### src/rtl/mult_arbiter_pkg.sv
// Package mult_arb_pkg: shared definitions for the multiplier arbiter slice.
//   - state_t     : arbiter FSM state encoding (IDLE..DONE)
//   - DEF_WIDTH   : default operand width (product is 2*DEF_WIDTH)
//   - DEF_TIMEOUT : default cycle budget for ARM+WAIT before a transaction aborts
package mult_arb_pkg;

    localparam int DEF_WIDTH   = 3;
    localparam int DEF_TIMEOUT = 31;

    typedef enum logic [2:0] {
        ST_IDLE   = 3'd0,
        ST_PRIME  = 3'd1,
        ST_LOAD   = 3'd2,
        ST_ARM    = 3'd3,
        ST_WAIT   = 3'd4,
        ST_SETTLE = 3'd5,
        ST_DONE   = 3'd6
    } state_t;

endpackage

### src/rtl/mult_arbiter_if.sv
// Interface mult_arbiter_if: requester handshakes plus the multiplier-side bus.
// Handshake: reqN is raised with aN/bN stable and held until validN pulses;
// gntN is high from the grant until the valid cycle; validN (and err on a
// timeout) is a one-cycle pulse with result valid in that same cycle.
//   modport slave  : the arbiter (drives gnt/valid/result/err and mult_mr/md/init)
//   modport master : the requesters and the multiplier (drive req/a/b and mult_res/done)
interface mult_arbiter_if #(
    parameter int WIDTH = mult_arb_pkg::DEF_WIDTH
);
    logic                 req0, req1;
    logic [WIDTH-1:0]     a0, a1;
    logic [WIDTH-1:0]     b0, b1;
    logic                 gnt0, gnt1;
    logic                 valid0, valid1;
    logic [2*WIDTH-1:0]   result;
    logic                 err;
    logic [WIDTH-1:0]     mult_mr;
    logic [WIDTH-1:0]     mult_md;
    logic                 mult_init;
    logic [2*WIDTH-1:0]   mult_res;
    logic                 mult_done;

    modport slave (
        input  req0, req1, a0, a1, b0, b1, mult_res, mult_done,
        output gnt0, gnt1, valid0, valid1, result, err, mult_mr, mult_md, mult_init
    );

    modport master (
        output req0, req1, a0, a1, b0, b1, mult_res, mult_done,
        input  gnt0, gnt1, valid0, valid1, result, err, mult_mr, mult_md, mult_init
    );
endinterface

### src/rtl/mult_arbiter_rr_arbiter_2.sv
// rr_arbiter_2: two-way round-robin grant selection.
//   clk, rst_n     : clock, synchronous active-low reset
//   req0, req1     : pending requests
//   update, served : when update is high, served is recorded as the last-served port
//   any_req        : at least one request pending
//   grant          : port chosen (0/1); meaningful only when any_req is high
// On a tie the port that was not served last wins; after reset port 0 is favoured.
module rr_arbiter_2 (
    input  logic clk,
    input  logic rst_n,
    input  logic req0,
    input  logic req1,
    input  logic update,
    input  logic served,
    output logic any_req,
    output logic grant
);
    logic last_q;

    always_ff @(posedge clk) begin
        if (!rst_n) begin
            last_q <= 1'b1;   // pretend port 1 went last so port 0 wins the first tie
        end else if (update) begin
            last_q <= served;
        end
    end

    always_comb begin
        any_req = req0 | req1;
        grant   = (req0 && req1) ? ~last_q : req1;
    end
endmodule

### src/rtl/mult_arbiter.sv
// mult_arbiter: shares one sequential shift-add multiplier between two requesters.
//   clk       : clock, all logic on posedge
//   rst_n     : synchronous active-low reset (aborts any transaction, no valid)
//   bus       : mult_arbiter_if.slave (req/a/b/gnt/valid/result/err and mult_* signals)
//   dbg_state : current FSM state
// Optional feature macro MULT_BYPASS_EN: a zero operand skips the multiplier and
// completes with result 0 one cycle after the grant.
module mult_arbiter
    import mult_arb_pkg::*;
#(
    parameter int WIDTH   = DEF_WIDTH,
    parameter int TIMEOUT = DEF_TIMEOUT
) (
    input  logic               clk,
    input  logic               rst_n,
    mult_arbiter_if.slave      bus,
    output state_t             dbg_state
);
    localparam int CW = $clog2(TIMEOUT + 1);
    localparam logic [CW-1:0] TO_MAX = CW'(TIMEOUT);

    state_t               state_q, state_d;
    logic                 port_q;
    logic [WIDTH-1:0]     opa_q, opb_q, mr_q, md_q;
    logic [2*WIDTH-1:0]   result_q;
    logic                 err_q;
    logic [CW-1:0]        cnt_q;

    logic                 any_req, win, bypass;
    logic [WIDTH-1:0]     win_a, win_b;
    logic                 gnt0, gnt1, valid0, valid1, err, init;

    rr_arbiter_2 u_rr (
        .clk     (clk),
        .rst_n   (rst_n),
        .req0    (bus.req0),
        .req1    (bus.req1),
        .update  (state_q == ST_DONE),
        .served  (port_q),
        .any_req (any_req),
        .grant   (win)
    );

    assign win_a = win ? bus.a1 : bus.a0;
    assign win_b = win ? bus.b1 : bus.b0;

`ifdef MULT_BYPASS_EN
    assign bypass = (win_a == '0) || (win_b == '0);
`else
    assign bypass = 1'b0;
`endif

    // State register
    always_ff @(posedge clk) begin
        if (!rst_n) begin
            state_q <= ST_IDLE;
        end else begin
            state_q <= state_d;
        end
    end

    // Next-state logic
    always_comb begin
        state_d = state_q;
        case (state_q)
            ST_IDLE:   if (any_req) state_d = bypass ? ST_DONE : ST_PRIME;
            ST_PRIME:  state_d = ST_LOAD;
            ST_LOAD:   state_d = ST_ARM;
            ST_ARM:    state_d = ST_WAIT;  // done here is left over from the previous run
            ST_WAIT: begin
                if (bus.mult_done)        state_d = ST_SETTLE;
                else if (cnt_q == TO_MAX) state_d = ST_DONE;
            end
            ST_SETTLE: state_d = ST_DONE;
            ST_DONE:   state_d = ST_IDLE;
            default:   state_d = ST_IDLE;
        endcase
    end

    // Operand, multiplier-drive, timeout and result registers
    always_ff @(posedge clk) begin
        if (!rst_n) begin
            port_q   <= 1'b0;
            opa_q    <= '0;
            opb_q    <= '0;
            mr_q     <= '0;
            md_q     <= '0;
            result_q <= '0;
            err_q    <= 1'b0;
            cnt_q    <= '0;
        end else begin
            case (state_q)
                ST_IDLE: begin
                    if (any_req) begin
                        port_q <= win;
                        opa_q  <= win_a;
                        opb_q  <= win_b;
                        err_q  <= 1'b0;
                        if (bypass) begin
                            result_q <= '0;
                        end else begin
                            // Inverted operands during PRIME guarantee the multiplier
                            // sees an operand change even for a repeated request.
                            mr_q <= ~win_b;
                            md_q <= ~win_a;
                        end
                    end
                end
                ST_PRIME: begin
                    mr_q <= opb_q;
                    md_q <= opa_q;
                end
                ST_LOAD: cnt_q <= '0;
                ST_ARM:  cnt_q <= cnt_q + 1'b1;
                ST_WAIT: begin
                    cnt_q <= cnt_q + 1'b1;
                    if (!bus.mult_done && cnt_q == TO_MAX) begin
                        err_q    <= 1'b1;
                        result_q <= '0;
                    end
                end
                ST_SETTLE: result_q <= bus.mult_res;
                default: ;
            endcase
        end
    end

    // Output logic
    always_comb begin
        gnt0   = 1'b0;
        gnt1   = 1'b0;
        valid0 = 1'b0;
        valid1 = 1'b0;
        err    = 1'b0;
        init   = 1'b0;
        if (state_q != ST_IDLE) begin
            gnt0 = ~port_q;
            gnt1 = port_q;
        end
        if (state_q == ST_LOAD) init = 1'b1;
        if (state_q == ST_DONE) begin
            valid0 = ~port_q;
            valid1 = port_q;
            err    = err_q;
        end
    end

    assign bus.gnt0      = gnt0;
    assign bus.gnt1      = gnt1;
    assign bus.valid0    = valid0;
    assign bus.valid1    = valid1;
    assign bus.err       = err;
    assign bus.result    = result_q;
    assign bus.mult_mr   = mr_q;
    assign bus.mult_md   = md_q;
    assign bus.mult_init = init;
    assign dbg_state     = state_q;
endmodule

### src/flat_wrapper.sv
// flat-port wrapper written by rule: the top's interface ports become plain ports
module mult_arbiter_flat import mult_arb_pkg::*;
#(
    parameter int WIDTH   = DEF_WIDTH,
    parameter int TIMEOUT = DEF_TIMEOUT
)
  (clk, rst_n, dbg_state, bus_req0, bus_req1, bus_a0, bus_a1, bus_b0, bus_b1, bus_mult_res, bus_mult_done, bus_gnt0, bus_gnt1, bus_valid0, bus_valid1, bus_result, bus_err, bus_mult_mr, bus_mult_md, bus_mult_init);
  mult_arbiter_if #(.WIDTH(WIDTH)) bus_i ();
  input  logic clk;
  input  logic rst_n;
  output state_t dbg_state;
  input wire logic [$bits(bus_i.req0)-1:0] bus_req0;
  input wire logic [$bits(bus_i.req1)-1:0] bus_req1;
  input wire logic [$bits(bus_i.a0)-1:0] bus_a0;
  input wire logic [$bits(bus_i.a1)-1:0] bus_a1;
  input wire logic [$bits(bus_i.b0)-1:0] bus_b0;
  input wire logic [$bits(bus_i.b1)-1:0] bus_b1;
  input wire logic [$bits(bus_i.mult_res)-1:0] bus_mult_res;
  input wire logic [$bits(bus_i.mult_done)-1:0] bus_mult_done;
  output wire logic [$bits(bus_i.gnt0)-1:0] bus_gnt0;
  output wire logic [$bits(bus_i.gnt1)-1:0] bus_gnt1;
  output wire logic [$bits(bus_i.valid0)-1:0] bus_valid0;
  output wire logic [$bits(bus_i.valid1)-1:0] bus_valid1;
  output wire logic [$bits(bus_i.result)-1:0] bus_result;
  output wire logic [$bits(bus_i.err)-1:0] bus_err;
  output wire logic [$bits(bus_i.mult_mr)-1:0] bus_mult_mr;
  output wire logic [$bits(bus_i.mult_md)-1:0] bus_mult_md;
  output wire logic [$bits(bus_i.mult_init)-1:0] bus_mult_init;
  assign bus_i.req0 = bus_req0;
  assign bus_i.req1 = bus_req1;
  assign bus_i.a0 = bus_a0;
  assign bus_i.a1 = bus_a1;
  assign bus_i.b0 = bus_b0;
  assign bus_i.b1 = bus_b1;
  assign bus_i.mult_res = bus_mult_res;
  assign bus_i.mult_done = bus_mult_done;
  assign bus_gnt0 = bus_i.gnt0;
  assign bus_gnt1 = bus_i.gnt1;
  assign bus_valid0 = bus_i.valid0;
  assign bus_valid1 = bus_i.valid1;
  assign bus_result = bus_i.result;
  assign bus_err = bus_i.err;
  assign bus_mult_mr = bus_i.mult_mr;
  assign bus_mult_md = bus_i.mult_md;
  assign bus_mult_init = bus_i.mult_init;
  mult_arbiter #(.WIDTH(WIDTH), .TIMEOUT(TIMEOUT)) u_core (.clk(clk), .rst_n(rst_n), .bus(bus_i), .dbg_state(dbg_state));
endmodule
### config.mk
export PLATFORM = sky130hd
export DESIGN_NAME = mult_arbiter_flat
export DESIGN_NICKNAME = d
export VERILOG_FILES = /design/src/rtl/mult_arbiter_pkg.sv /design/src/rtl/mult_arbiter_if.sv /design/src/rtl/mult_arbiter_rr_arbiter_2.sv /design/src/rtl/mult_arbiter.sv /design/src/flat_wrapper.sv
export SDC_FILE = /design/constraint.sdc
export NUM_CORES = 1
export LEC_CHECK = 0
export CORE_ASPECT_RATIO = 0.8
export CORE_MARGIN = 3
export CORE_UTILIZATION = 46
export CTS_CLUSTER_DIAMETER = 60
export DETAILED_ROUTE_END_ITERATION = 6
export GPL_TIMING_DRIVEN = 0
export PLACE_DENSITY_LB_ADDON = 0.08
export SLEW_MARGIN = 20
export SYNTH_ARGS = -nofsm -noshare
export SYNTH_HDL_FRONTEND = slang
export SYNTH_SLANG_ARGS = --single-unit
export TNS_END_PERCENT = 50
### constraint.sdc
create_clock -name clk -period 1.7 [get_ports clk]
set_input_delay 0.255 -clock clk [delete_from_list [all_inputs] [get_ports clk]]
set_output_delay 0.255 -clock clk [all_outputs]
set_load 0.02 [all_outputs]
==> results by group <==
Die
  • Die H: 56.7 um
  • Die span in x: roughly 69 um
  • Starting Density: 0.506
  • Number of core rows: 17
  • Core area: 2910 um2
  • Die Area: 3930 um2
  • I/O pin total: 44

Yosys
  • Synth warn: 0
  • Number of synthesized flops with an enable pin: 0
  • Cells after synthesis: around 180
  • Top cells by count, synth: dfxtp_1, nor2_1, nand2_1
  • FF+latch count, synth: 29
  • Sequential share of the synthesized area: 0.394
  • Synth Area per Inst: 8.43 um2
  • Area of the mapped netlist: roughly 1500 um2
  • Top-count cell post-synth: dfxtp_1
  • Yosys top cell area share: 0.394
  • Async SR Flop Fraction: 0
  • Yosys cell types: 37
  • Top cells by area, synth: dfxtp_1, nor2_1, a211oi_2
  • Mapped Nets: 200
  • Post-synth top area cell: dfxtp_1
  • Top_reg_cell synth: dfxtp_1

Setup path
  • Max FO, Critical Path: 8
  • Cells along the critical path: or3_4, buf_6, and2_1, buf_2
  • WP data required: 1.44 ns
  • Worst reg-to-reg setup slack: roughly 0.08 ns
  • Crit. End Element: output pin
  • Max incr delay on CP: 0.38 ns
  • CP Launch Type: register
  • Crit-path slowest cell: or3_4
  • Critical Path AT: ~1.4 ns
  • Crit Path Class: reg -> out

Global routing
  • GRT overflow: 0
  • Largest net degree at the start of global routing: 11
  • Vias in the first global route: 1293
  • Total GRT Usage: 0.197
  • First-pass GRT wire length: 6330 um
  • Initial antenna violation count: 0

Job
  • Max Cap Viol: 0

Route
  • Drt initial violations: 85
  • Avg Vias per Cell: 5.49
  • Routed len/inst: approximately 15 um
  • 1st-pass router iterations: 5
  • Drt drc: 0
  • Number of vias in the routed layout: between 1000 and 1500
  • ANT nets after route: 0
  • DRT Wirelength: around 4000 um

Timing
  • Crit share post-route: 0.996
  • Final Hold Vio Count: 0
  • Min cycle time layout: ~1.7 ns
  • Actual slew at the worst max-slew pin: about 0.68 ns
  • Unrepaired setup endpoints after global routing: yes
  • Slew headroom: 0.546
  • Slew Viols, Final: 0
  • Post-Route Skew: roughly 0.0049 ns
  • Fmax: 591 MHz
  • Setup violators final: 0

CTS
  • Clock root cell: clkbuf_8
  • H-tree Lvls: 2
  • Clock slew at reported path FFs: approximately 0.060 ns
  • Worst skew pair latency: between 0.2 and 0.3 ns
  • CTS tree: built
  • Hold buffer count at CTS: 0
  • CTS Buf Count: 5
  • Deepest clock path buffer count: 2
  • Sink Count: 29

Power and ir drop
  • Clock share of power: 0.307
  • Total net switching power: between 500 and 600 uW
  • Switch share: 0.292
  • Total chip power: between 1500 and 2000 uW
  • Internal cell power: 1280 uW
  • Sequential share of power: 0.429
  • Lkg Pwr: 0.000848 uW
  • Pwr Density: around 860 nW/um2
  • Power share of the combinational group: 0.264
  • Largest vdd supply drop: 620 uV

Placed design
  • Final GP Congestion: a little under 0.8
  • Placed Instances: approximately 260
  • I/O Buffers: between 40 and 50
  • Dpl cell area: about 1900 um2
  • Final HPWL DP: about 2800 um

Layout
  • Share of cells above drive strength 1: 0.213
  • Number of diodes: 0
  • Final #Nets: 255
  • Fin area: 2100 um2
  • Fin util: 0.720
  • Finished Layout Cells: roughly 270
  • Synth-to-layout area growth: 42.3%

Outcome
  • Status: completed

Min path
  • Path type of the worst min-delay path: in -> reg
[kinds of logic (layout without fill, tap and decap cells)]
| family | after synthesis | after routing | share of synthesized area |
|---|---|---|---|
| adders and majority gates | 2 | 2 | 0.0170 |
| buffers and inverters | 18 | 73 | 0.0662 |
| muxes | 1 | 1 | 0.00763 |
| and+or+nand+nor | 77 | 77 | 0.269 |
| AOI/OAI and AO/OA | 48 | 48 | 0.247 |
| DFF | 29 | 29 | 0.394 |
[state kept, by name, summed over array words and instances (netlist names)]
signal / cells
u_core.opb_q: 3
u_core.bus.result: 6
u_core.bus.mult_md: 3
u_core.port_q: 1
u_core.err_q: 1
u_core.u_rr.last_q: 1
u_core.dbg_state: 3
u_core.cnt_q: 5
u_core.opa_q: 3
u_core.bus.mult_mr: 3
[final cells by class]
cell class | instances | area (um2)
multi-input combinational | 128 | 828
fill | 217 | 815
sequential | 29 | 592
timing repair buffer | 48 | 445
clock buffer | 7 | 86.3
buffer | 11 | 73.8
tap | 38 | 47.5
inverter | 7 | 26.3
[power by group through the flow]
stage / logic, uW / registers, uW / clock network [uW]
after global placement: 431 / 784 / 0
after CTS: 447 / 776 / 562
after global routing: 515 / 781 / 605
after detailed placement: 439 / 789 / 0
final: 478 / 776 / 555
after floorplan: 241 / 809 / 0
[through the flow]
step / setup slack [ns] / hold WS, ns / setup TNS [ns]
after CTS: -0.0476 / 0.373 / -0.0476
after global routing: -0.0324 / 0.426 / -0.0341
after floorplan: 0.115 / 0.394 / 0
after detailed placement: -0.167 / 0.479 / -1.29
final: 0.00731 / 0.369 / 0
after global placement: -0.161 / 0.469 / -0.854
[cells in the final DEF, fill, tap and decap left out, types with 7 or more instances in the layout]
cell type | synthesis | layout
clkdlybuf4s50_1 | 0 | 36
dfxtp_1 | 29 | 24
nor2_1 | 21 | 21
nand2_1 | 17 | 17
nand3_1 | 12 | 12
a21oi_1 | 8 | 8
o21a_1 | 7 | 7
inv_1 | 7 | 7
buf_4 | 1 | 7
a22oi_1 | 7 | 7
[metal layers]
metal / vias up / global-route usage / share of wire
met4: 0 / 0.0418 / 0.0097
li1: 726 / - / -
met3: 7 / 0.0519 / 0.072
met2: 67 / 0.279 / 0.44
met5: - / 0 / 0
met1: 671 / 0.296 / 0.48
[timing repair]
action / in CTS / in global routing
buffers inserted: 0 / 6
endpoints found under the setup margin: 12 / 10
gates resized for setup: 24 / 11
pin swaps: 0 / 3
[path summary, 6_finish.rpt]
check / from / endpoint / cells past startpoint
max: u_core.dbg_state[2]$_SDFFE_PN0P_ / bus_gnt1 / 4
min reg2reg: u_core.err_q$_SDFFE_PN0P_ / u_core.err_q$_SDFFE_PN0P_ / 2
max reg2reg: u_core.cnt_q[0]$_SDFFE_PN0P_ / u_core.bus.result[2]$_SDFFE_PN0P_ / 7
min: bus_req0 / u_core.port_q$_SDFFE_PN0P_ / 4
[worst max-delay path: cells and delay by family, from the launching register on]
family                 cells  cell delay (ns)
DFF                        1             0.37
and+or+nand+nor            2             0.52
buffers and inverters      2             0.27
Power figures use the tool's default switching activity.
==> variant: new RTL, config.mk and constraints unchanged <==
Register the output `dbg_state` once more; this adds one clock of latency there. The other outputs are not delayed to match.
--- a/src/rtl/mult_arbiter.sv
+++ b/src/rtl/mult_arbiter.sv
@@ -155,5 +155,7 @@
     assign bus.mult_md   = md_q;
     assign bus.mult_init = init;
-    assign dbg_state     = state_q;
+    always_ff @(posedge clk) begin
+        dbg_state <= state_q;
+    end
 endmodule
 
Check against the original RTL: not equivalent (Yosys sat finds a counterexample within 4 cycles, from zero or initial values and one cycle with rst_n low).
==> variant against the unedited design <==
Final area grew 4.8%. Largest cell class unchanged. Setup slack is essentially flat. First-iteration DRC count grew 66%. Critical endpoint unchanged. Routed wire length grew 2.0%. Synthesized area grew 4.9%. Utilization shrank 2.3 points. Critical path type unchanged. Worst hold slack gained 0.032 ns. Total power grew 15%. Sequential cell count grew 3. Die area grew 4.4%.
==> variant: results <==
set metrics [dict create \
    gp_congestion 0.7979 \
    fill_cells 267 \
    syn_nets 210 \
    clockBufferDepth 2 \
    htreeDepth 2 \
    post_drt_wl_per_cell_um 14.75 \
    nets 263 \
    startpoint "u_core.state_q[0]$_SDFFE_PN0P_" \
    gr-usage-met1_pct 27.37 \
    synth.distinct_cells 36 \
    largest_register_ffs 6 \
    dp_hpwl_um 2810 \
    min-delay-start "u_core.state_q[1]$_SDFFE_PN0P_" \
    met3_usage_pct 6.759 \
    cp_max_fo 9 \
    r2r-start "u_core.cnt_q[0]$_SDFFE_PN0P_" \
    vias 1536 \
    groute.usage.overall_pct 20.14 \
    p_leak_nw 0.9017 \
    wl_met2_um 1882 \
    path_clk_slew_ns 0.07 \
    yosysSeqAreaShare_pct 41.39 \
    root_buffer "clkbuf_8" \
    io_buffers 42 \
    wl_met1_um 1846 \
    worstHoldEndpoint "u_core.dbg_state[1]$_DFF_P_" \
    peakVddDrop_mv 0.6564 \
    finClkSkew_ns 0.003457 \
    rrSetupSlack_ns 0.12 \
    layout-drive-gt1-share_pct 18.83 \
    met2_usage_pct 29.72 \
    holdPathStages 0 \
    worst_pin_slew_ns 0.6886 \
    synthTopCellsByCount "32 x dfxtp_1, 23 x nor2_1, 14 x nand2_1" \
    synthTopCellsByArea "dfxtp_1 41%, nor2_1 5.6%, a211oi_2 4.9%, nand3_1 3.9%, a22oi_1 3.9%" \
    grt_max_degree 12 \
    first_iter_violations 141 \
    grt_first_pass_wirelength_um 6451 \
    met3_length_um 330 \
    outcome "finished, final reports clean" \
    top_layer_used "met4" \
    reg2reg_depth 7 \
    drt-pass1-iter-count 4 \
    antennaDiodeCount 0 \
    grt_pass1_vias 1406 \
    clk_latency_ns 0.28 \
    hold_path.class "reg -> reg" \
]
==> variant: cell count changes after synthesis, sizes merged, moves of 3 or more <==
cell	unedited run	this run
a21oi	8	11
dfxtp	29	32
buf	7	10
nand2	17	14
inv	7	10
a311oi	4	0
==> variant: power by group <==
group / switching [mW] / internal, mW / leakage [nW]
clock: 0.284 / 0.435 / 0.0552
combinational: 0.259 / 0.239 / 0.583
sequential: 0.0493 / 0.813 / 0.264
total: 0.593 / 1.49 / 0.902
==> variant: worst max-delay path, stage by stage, from the launching register on <==
cell and delay (ns):
dfxtp_4 0.38, or3_4 0.39, buf_6 0.12, and2_4 0.14, buf_6 0.12
==> variant: what timing repair did <==
action,CTS,global route
hold buffers,0,0
setup endpoints to repair,12,11
resized for setup,34,11
pin swaps,1,1
buffers inserted,3,2
==> variant: layout make-up <==
class | count | area share, %
well taps | 40 | 2.275
flip-flops and latches | 32 | 29.52
plain buffers | 12 | 3.925
repair buffers | 47 | 19.97
clock buffers | 6 | 3.299
clock inverters | 2 | 1.593
multi-input cells | 130 | 37.71
inverters | 10 | 1.706
==> variant: logic make-up (layout without fill, tap and decap cells) <==
group	Yosys count	count (layout)	synth area share, %
fa+ha+maj	2	2	1.617
mux	2	2	1.294
compound gates	56	56	26.44
buf+inv	23	77	7.599
flops	32	32	41.39
simple gates	69	69	21.10
xor+xnor	1	1	0.5660
==> variant: stage by stage <==
step                setup WS [ns]  instances  TNS [ns]  hold slack, ns  area, µm²
finish                   0.007181        279         0          0.4005       2200
global route             -0.03605        279  -0.03605          0.3942       2200
CTS                      -0.02294        277  -0.04988          0.3703       2166
detailed placement        -0.2324        267    -1.879          0.3617       2018
global placement          -0.2265        267    -1.319          0.3517       2018
floorplan                  0.1353        185         0          0.3399       1548
